### config.mk
export PLATFORM = sky130hd
export DESIGN_NAME = clk_div_ctrl_flat
export DESIGN_NICKNAME = d
export VERILOG_FILES = /design/src/rtl/clk_div_ctrl_if.sv /design/src/rtl/clk_div_ctrl.sv /design/src/flat_wrapper.sv
export SDC_FILE = /design/constraint.sdc
export NUM_CORES = 1
export LEC_CHECK = 0
export CAP_MARGIN = 40
export CORE_AREA = 4 4 64 66
export DETAILED_ROUTE_END_ITERATION = 10
export DIE_AREA = 0 0 68 70
export PLACE_DENSITY = 0.87
export SYNTH_ARGS = -nofsm -noshare
export SYNTH_HDL_FRONTEND = slang
export SYNTH_SLANG_ARGS = --single-unit
export TNS_END_PERCENT = 1
### constraint.sdc
create_clock -name clk_in -period 3.1 [get_ports clk_in]
set_input_delay 0.62 -clock clk_in [delete_from_list [all_inputs] [get_ports clk_in]]
set_output_delay 0.62 -clock clk_in [all_outputs]
set_load 0.02 [all_outputs]
### src/rtl/clk_div_ctrl_if.sv
// Configuration handshake bundle for the clock divider controller.
// The master issues (cfg_en, cfg_half) requests; the slave accepts them on cfg_valid & cfg_ready.
interface clk_div_ctrl_if #(
   parameter int CW = 8
);
   logic          cfg_valid;
   logic          cfg_ready;
   logic          cfg_en;
   logic [CW-1:0] cfg_half;

   modport master (
      output cfg_valid,
      output cfg_en,
      output cfg_half,
      input  cfg_ready
   );

   modport slave (
      input  cfg_valid,
      input  cfg_en,
      input  cfg_half,
      output cfg_ready
   );
endinterface

### src/rtl/clk_div_ctrl.sv
// Run-time controller for a programmable 50%-duty clock divider.
// Ratio and start/stop changes are applied only on clk_out falling edges, so no runt pulses appear.
module clk_div_ctrl #(
   parameter int CW         = 8,
   parameter int DEF_HALF   = 4,
   parameter bit AUTO_START = 1'b1
) (
   input  logic          clk_in,
   input  logic          rst_n,
   clk_div_ctrl_if.slave cfg,
   output logic          clk_out,
   output logic          tick_rise,
   output logic          tick_fall,
   output logic          running,
   output logic [CW-1:0] cur_half,
   output logic          cfg_err
);

   typedef enum logic [1:0] {
      ST_STOP = 2'd0,
      ST_RUN  = 2'd1,
      ST_PEND = 2'd2
   } state_t;

   localparam logic [CW-1:0] DEF_HALF_W = CW'(DEF_HALF);

   state_t        state;
   state_t        state_nxt;
   logic [CW-1:0] cnt;
   logic [CW-1:0] pend_half;
   logic          pend_en;

   logic          xfer;
   logic          cfg_bad;
   logic          cfg_start;
   logic          wrap;
   logic          boundary;

   assign xfer      = cfg.cfg_valid && (state != ST_PEND);
   assign cfg_bad   = xfer && cfg.cfg_en && (cfg.cfg_half == '0);
   assign cfg_start = xfer && cfg.cfg_en && (cfg.cfg_half != '0);
   assign wrap      = (cnt == (cur_half - CW'(1)));
   // The only point where a pending request may take effect: end of a high phase.
   assign boundary  = (state == ST_PEND) && wrap && clk_out;

   // NOTE: sequential state uses non-blocking assignments so every register samples pre-edge values.
   always_ff @(posedge clk_in) begin
      if (!rst_n) begin
         state <= AUTO_START ? ST_RUN : ST_STOP;
      end else begin
         state <= state_nxt;
      end
   end

   // NOTE: default first in every always_comb, otherwise an unassigned path infers a latch.
   always_comb begin
      state_nxt = state;
      case (state)
         ST_STOP: if (cfg_start)          state_nxt = ST_RUN;
         ST_RUN:  if (xfer && !cfg_bad)   state_nxt = ST_PEND;
         ST_PEND: if (boundary)           state_nxt = pend_en ? ST_RUN : ST_STOP;
         default:                         state_nxt = ST_STOP;
      endcase
   end

   always_comb begin
      cfg.cfg_ready = (state != ST_PEND);
      running       = (state != ST_STOP);
   end

   always_ff @(posedge clk_in) begin
      if (!rst_n) begin
         clk_out   <= 1'b0;
         cnt       <= '0;
         cur_half  <= DEF_HALF_W;
         tick_rise <= 1'b0;
         tick_fall <= 1'b0;
         cfg_err   <= 1'b0;
         pend_en   <= 1'b0;
         pend_half <= '0;
      end else begin
         tick_rise <= 1'b0;
         tick_fall <= 1'b0;
         cfg_err   <= cfg_bad;
         if (state == ST_STOP) begin
            clk_out <= 1'b0;
            cnt     <= '0;
            if (cfg_start) cur_half <= cfg.cfg_half;
         end else begin
            if (wrap) begin
               cnt       <= '0;
               clk_out   <= ~clk_out;
               tick_rise <= ~clk_out;
               tick_fall <= clk_out;
            end else begin
               cnt <= cnt + CW'(1);
            end
            // A stop request needs nothing extra here: the falling toggle already leaves clk_out low.
            if (boundary && pend_en) cur_half <= pend_half;
            if ((state == ST_RUN) && xfer && !cfg_bad) begin
               pend_en   <= cfg.cfg_en;
               pend_half <= cfg.cfg_half;
            end
         end
      end
   end

endmodule

### src/flat_wrapper.sv
// flat-port wrapper written by rule: the top's interface ports become plain ports
module clk_div_ctrl_flat 
#(
   parameter int CW         = 8,
   parameter int DEF_HALF   = 4,
   parameter bit AUTO_START = 1'b1
)
  (clk_in, rst_n, clk_out, tick_rise, tick_fall, running, cur_half, cfg_err, cfg_cfg_valid, cfg_cfg_en, cfg_cfg_half, cfg_cfg_ready);
  clk_div_ctrl_if #(.CW(CW)) cfg_i ();
  input  logic clk_in;
  input  logic rst_n;
  output logic clk_out;
  output logic tick_rise;
  output logic tick_fall;
  output logic running;
  output logic [CW-1:0] cur_half;
  output logic cfg_err;
  input wire logic [$bits(cfg_i.cfg_valid)-1:0] cfg_cfg_valid;
  input wire logic [$bits(cfg_i.cfg_en)-1:0] cfg_cfg_en;
  input wire logic [$bits(cfg_i.cfg_half)-1:0] cfg_cfg_half;
  output wire logic [$bits(cfg_i.cfg_ready)-1:0] cfg_cfg_ready;
  assign cfg_i.cfg_valid = cfg_cfg_valid;
  assign cfg_i.cfg_en = cfg_cfg_en;
  assign cfg_i.cfg_half = cfg_cfg_half;
  assign cfg_cfg_ready = cfg_i.cfg_ready;
  clk_div_ctrl #(.CW(CW), .DEF_HALF(DEF_HALF), .AUTO_START(AUTO_START)) u_core (.clk_in(clk_in), .rst_n(rst_n), .cfg(cfg_i), .clk_out(clk_out), .tick_rise(tick_rise), .tick_fall(tick_fall), .running(running), .cur_half(cur_half), .cfg_err(cfg_err));
endmodule
==> results.cfg, run 1 <==
[timing]
setup_viol = 0
period_share_pct = 90.63
relSlewSlack_pct = 53.15
rsz0062_at_grt = no
clock_skew_ns = 0.01942
hold_viol = 0
tns_ns = 0
worst_slew_pin_slew_ns = 0.7002
drv_slew = 0
max_freq_ghz = 0.3559
worst_slack_ns = 0.2904
timing.final.crit_period_ns = 2.810

[pwr]
powerDensity_nw_per_um2 = 464.2
leakagePower_nw = 0.7414
p_int_mw = 0.6737
switchingPower_mw = 0.3165
comb_power_share_pct = 26.2
swShare_pct = 31.97
clockPowerShare_pct = 27.3
total_power_mw = 0.9903
vdd_drop_max_mv = 0.2094
seq_power_share_pct = 46.4

[layout]
diodes = 0
layout-drive-gt1-share_pct = 12.02
fin_cells = 281
mostFrequentLayoutCell = dfxtp_1
final_cell_mix = dfxtp_1 (31), clkdlybuf4s50_1 (25), nor2_1 (22), nand2_1 (16), nand3_1 (16)
nets = 246
syn_to_final_growth_pct = 16.62

[routing]
finalWirelength_um = 3888
ant_nets = 0
wire_per_inst_um = 13.84
avgViaCountPerCell = 5.730
met2_length_um = 1848
num_vias = 1610
drt-initial-drc-count = 114
drc_errors = 0
drt_pre_antenna_iters = 4
wl_met3_um = 158
wl_met1_um = 1829
top_layer = met4

[critical_path]
critical_path_class = flip-flop to output port
crit_chain = nor2_1, inv_1, clkdlybuf4s50_1
crit_family = buffers and inverters
path_max_fanout = 13
critical_path_arrival_ns = 2.19
cp-end-kind = output port
cpPeakStageDelay_ns = 0.60
reg2reg_from = u_core.cur_half[0]$_SDFFE_PN0P_
critical_path_buf_inv_count = 2
critPathLaunch = u_core.state[0]$_SDFFE_PN1P_
cpMaxStageDelayCell = nor2_1
critPathRequiredTime_ns = 2.48
start_kind = flip-flop

[placement]
pre_cts_ws_ns = 0.3865
post-place-cells = 273
dp_hpwl_um = 2817
port-buffer-count = 25
gp_congestion = 0.8479

[logic_synthesis]
synthesis.area_sq_um = 1829
ys.flop_type = dfxtp_1
postSynth.asyncResetShare_pct = 0
synth.distinct_cells = 46
synth-seq-cells = 31
synth_cells = 210
seq_area_frac_synth_pct = 33.93
synth_edf_count = 0
syn_area_per_cell_sq_um = 8.711
ys_warn_count = 0
synth_fp_nets = 224

[grt]
grt_max_degree = 21
gr-total-overflow = 0
track_usage_pct = 16.93
grt_pass1_wl_um = 6444
grt_pass1_vias = 1482
antenna_found_initial = 0

[worst_hold_path]
hold_class = flip-flop to flip-flop
hold_start = u_core.cnt[0]$_SDFF_PP0_

[clock_tree]
cts_sinks = 31
cts_tree = done
ctsHoldBuffers = 0
cts_made_buffers = 5
path_clk_slew_ns = 0.10
clock-root-buffer = clkbuf_4
clock_latency_ns = 0.33
cts_resized = 0
htreeDepth = 2
cts_buffer_depth = 2
post-cts-setup-buffers = 0

[floorplan]
initial_core_util_pct = 51.12
dieArea_sq_um = 4760
die_w_um = 68
io_pins = 26
die_y_um = 70
coreArea_sq_um = 3578
rows = 22

[status]
status = completed

[flow_run]
maxCapViolations = 0
## through the flow
stage | area, sq um | utilization (%) | hold WS (ns)
after floorplan | 1829 | - | 0.4411
after global placement | 2057 | 57.48 | 0.4563
after detailed placement | 2064 | 57.69 | 0.4695
after CTS | 2133 | 59.62 | 0.4820
after global routing | 2133 | 59.62 | 0.5310
final | 2133 | 59.62 | 0.4838
## sequential cells by signal, summed over array words and instances (netlist names)
register	cells
u_core.pend_en	1
u_core.clk_out	1
u_core.tick_fall	1
u_core.cur_half	8
u_core.state	2
u_core.tick_rise	1
u_core.cfg_err	1
u_core.cnt	8
u_core.pend_half	8
## per-layer routing
metal  up-vias  global-route usage (%)
li1        816                       -
met2        32                   25.70
met1       756                   22.43
met4         0                   6.402
met5         -                       0
met3         6                   4.662
## final timing paths
check / to / slack [ns] / cells past startpoint
worst min-delay path: u_core.cnt[0]$_SDFF_PP0_ / 0.48 / 1
worst max-delay path: running / 0.29 / 3
worst max register to register: u_core.cur_half[0]$_SDFFE_PN0P_ / 0.52 / 8
worst min register to register: u_core.cnt[0]$_SDFF_PP0_ / 0.48 / 1
## power groups by stage
stage               combinational (mW)  sequential, mW  clock [mW]
floorplan                        0.191           0.470           0
global placement                 0.251           0.467           0
detailed placement               0.259           0.468           0
CTS                              0.260           0.459       0.275
global route                     0.283           0.465       0.296
finish                           0.260           0.460       0.271
## worst reg2reg max path, stage by stage (launching register included)
cell	delay (ns)
dfxtp_1	0.54
inv_1	0.10
ha_1	0.27
nor3b_2	0.18
xnor2_1	0.14
nor3_2	0.26
nand4_2	0.36
or4_1	0.58
nand3_1	0.10
## cells in the mapped netlist (3+ instances only)
master / instances / area share, %
a21oi_1: 4 / 1.1
a31oi_1: 8 / 2.7
buf_6: 5 / 3.1
clkbuf_1: 5 / 1.0
dfxtp_1: 31 / 34
inv_1: 6 / 1.2
mux2_2: 7 / 4.3
mux2i_1: 8 / 4.4
nand2_1: 16 / 3.3
nand3_1: 16 / 4.4
nor2_1: 22 / 4.5
nor3_1: 10 / 2.7
nor4_1: 3 / 1.0
o2111ai_1: 7 / 3.4
o21ai_0: 3 / 0.82
or3_1: 3 / 1.0
or4_1: 9 / 3.7
xnor2_1: 12 / 5.7
xor2_1: 5 / 2.4
## final cells by class
type                       count  area (sq um)
clock buffer                   8         68.82
multi-input combinational    160          1089
sequential                    31         620.6
tap                           48         60.06
inverter                       6         22.52
timing repair buffer          28         272.8
fill                         320          1445
## kinds of logic after synthesis
| group | count (synthesis) | synth area share, % |
|---|---|---|
| compound gates | 34 | 14.02 |
| flops | 31 | 33.93 |
| buf+inv | 19 | 6.566 |
| simple gates | 92 | 27.29 |
| mux | 15 | 8.687 |
| fa+ha+maj | 2 | 1.368 |
| xor+xnor | 17 | 8.139 |
(Power assumes the default switching activity.)
==> run 2: changes to the inputs <==
--- a/config.mk
+++ b/config.mk
@@ -9,6 +9,7 @@
 export CORE_AREA = 4 4 64 66
 export DETAILED_ROUTE_END_ITERATION = 10
 export DIE_AREA = 0 0 68 70
+export GPL_TIMING_DRIVEN = 0
 export PLACE_DENSITY = 0.87
 export SYNTH_ARGS = -nofsm -noshare
 export SYNTH_HDL_FRONTEND = slang
==> constraint.sdc (replaced) <==
create_clock -name clk_in -period 2.9 [get_ports clk_in]
set_input_delay 0.58 -clock clk_in [delete_from_list [all_inputs] [get_ports clk_in]]
set_output_delay 0.58 -clock clk_in [all_outputs]
set_load 0.02 [all_outputs]
==> results.cfg, run 2 (same netlist as run 1, synthesis figures left out) <==
[floorplan]
rows = 22
die_y_um = 70
coreArea_sq_um = 3578
dieArea_sq_um = 4760
initial_core_util_pct = 51.12
die_w_um = 68
io_pins = 26

[timing]
drv_slew = 0
rsz0062_at_grt = no
setup_viol = 0
period_share_pct = 90.12
tns_ns = 0
holdWs_ns = 0.4800
clock_skew_ns = 0.01116
worst_slew_pin_slew_ns = 0.6804
relSlewSlack_pct = 54.47
hold_viol = 0
timing.final.crit_period_ns = 2.613
worst_slack_ns = 0.2866
max_freq_ghz = 0.3826

[critical_path]
critical_path_arrival_ns = 2.83
cp-end-kind = flip-flop
start_kind = input port
critical_path_class = input port to flip-flop
path_max_fanout = 10
critPathRequiredTime_ns = 3.11

[clock_tree]
cts_made_buffers = 5
ctsHoldBuffers = 0
cts_buffer_depth = 2
clock-root-buffer = clkbuf_4
post-cts-setup-buffers = 0
clock_latency_ns = 0.34
path_clk_slew_ns = 0.08
cts_tree = done
htreeDepth = 2
cts_sinks = 31
cts_resized = 0

[placement]
placed_cell_area_sq_um = 2130
post-place-cells = 282
pre_cts_ws_ns = -0.01974
port-buffer-count = 24
dp_hpwl_um = 3086
gp_congestion = 0.8310

[routing]
drt-initial-drc-count = 146
wire_per_inst_um = 14.67
drc_errors = 0
finalWirelength_um = 4224
ant_nets = 0
avgViaCountPerCell = 5.924
num_vias = 1706
drt_pre_antenna_iters = 4

[grt]
antenna_found_initial = 0
track_usage_pct = 19.05
grt_max_degree = 11
grt_pass1_vias = 1623
gr-total-overflow = 0
grt_pass1_wl_um = 7086

[layout]
layout-drive-gt1-share_pct = 12.92
nets = 255
final_cell_mix = dfxtp_1 (31), clkdlybuf4s50_1 (24), nor2_1 (22), nand2_1 (16), nand3_1 (16)
diodes = 0
mostFrequentLayoutCell = dfxtp_1
fin_area_sq_um = 2171
syn_to_final_growth_pct = 18.67
fin_cells = 288
reg_top3 = u_core.cnt (8), u_core.cur_half (8), u_core.pend_half (8)

[pwr]
vdd_drop_max_mv = 0.1982
seq_power_share_pct = 47.4
powerDensity_nw_per_um2 = 472.4
swShare_pct = 33.74
switchingPower_mw = 0.3460
leakagePower_nw = 0.7589
p_int_mw = 0.6795
comb_power_share_pct = 29.9
clockPowerShare_pct = 22.7

[worst_hold_path]
hold_class = flip-flop to flip-flop

[flow_run]
maxCapViolations = 0

[status]
status = completed
-- run 2: final cells by class --
cell class | count | area, sq um
fillers | 320 | 1408
plain buffers | 13 | 97.59
repair buffers | 24 | 240.2
inverters | 6 | 22.52
clock buffers | 6 | 41.29
flip-flops and latches | 31 | 620.6
well taps | 48 | 60.06
multi-input cells | 160 | 1089
-- run 2: routing by layer --
layer	GRT usage (%)	share of wire [%]
met3	3.537	6.8
met5	0	0
met2	30.94	49
met1	23.20	42
met4	9.934	1.8
-- run 2: path summary, 6_finish.rpt --
| path | startpoint | endpoint | depth (start not counted) | slack [ns] |
|---|---|---|---|---|
| setup / recovery | cfg_cfg_half[4] | u_core.cur_half[2]$_SDFFE_PN1P_ | 8 | 0.29 |
| hold reg to reg | u_core.cnt[0]$_SDFF_PP0_ | u_core.cnt[0]$_SDFF_PP0_ | 1 | 0.48 |
| hold / removal | u_core.cnt[0]$_SDFF_PP0_ | u_core.cnt[0]$_SDFF_PP0_ | 1 | 0.48 |
| setup reg to reg | u_core.cur_half[1]$_SDFFE_PN0P_ | u_core.cur_half[5]$_SDFFE_PN0P_ | 9 | 0.40 |
-- run 2: stage by stage --
stage	total power, mW	utilization [%]
final	1.025	60.66
after floorplan	0.7059	-
after CTS	1.027	60.66
after global placement	0.7918	59.51
after detailed placement	0.7994	59.51
after global routing	1.077	60.66
-- run 2: power groups by stage --
stage	combinational [mW]	sequential, mW	clock (mW)
floorplan	0.204	0.502	0
global placement	0.298	0.493	0
detailed placement	0.303	0.496	0
CTS	0.305	0.486	0.235
global route	0.335	0.490	0.252
finish	0.306	0.486	0.233
-- run 2: critical path, cell delays in order --
cell and delay, ns:
clkdlybuf4s50_1 0.43, or4_1 0.60, o2111ai_2 0.42, a21o_1 0.29, buf_4 0.22, nand3b_1 0.09
o31ai_1 0.10, nor3_1 0.10
==> run 3: changes to the inputs <==
--- a/config.mk
+++ b/config.mk
@@ -11,6 +11,7 @@
 export DIE_AREA = 0 0 68 70
 export GPL_TIMING_DRIVEN = 0
 export PLACE_DENSITY = 0.87
+export SLEW_MARGIN = 30
 export SYNTH_ARGS = -nofsm -noshare
 export SYNTH_HDL_FRONTEND = slang
 export SYNTH_SLANG_ARGS = --single-unit
==> results of run 3 <==
The final DEF is identical to that of run 2; final timing and power are the same.
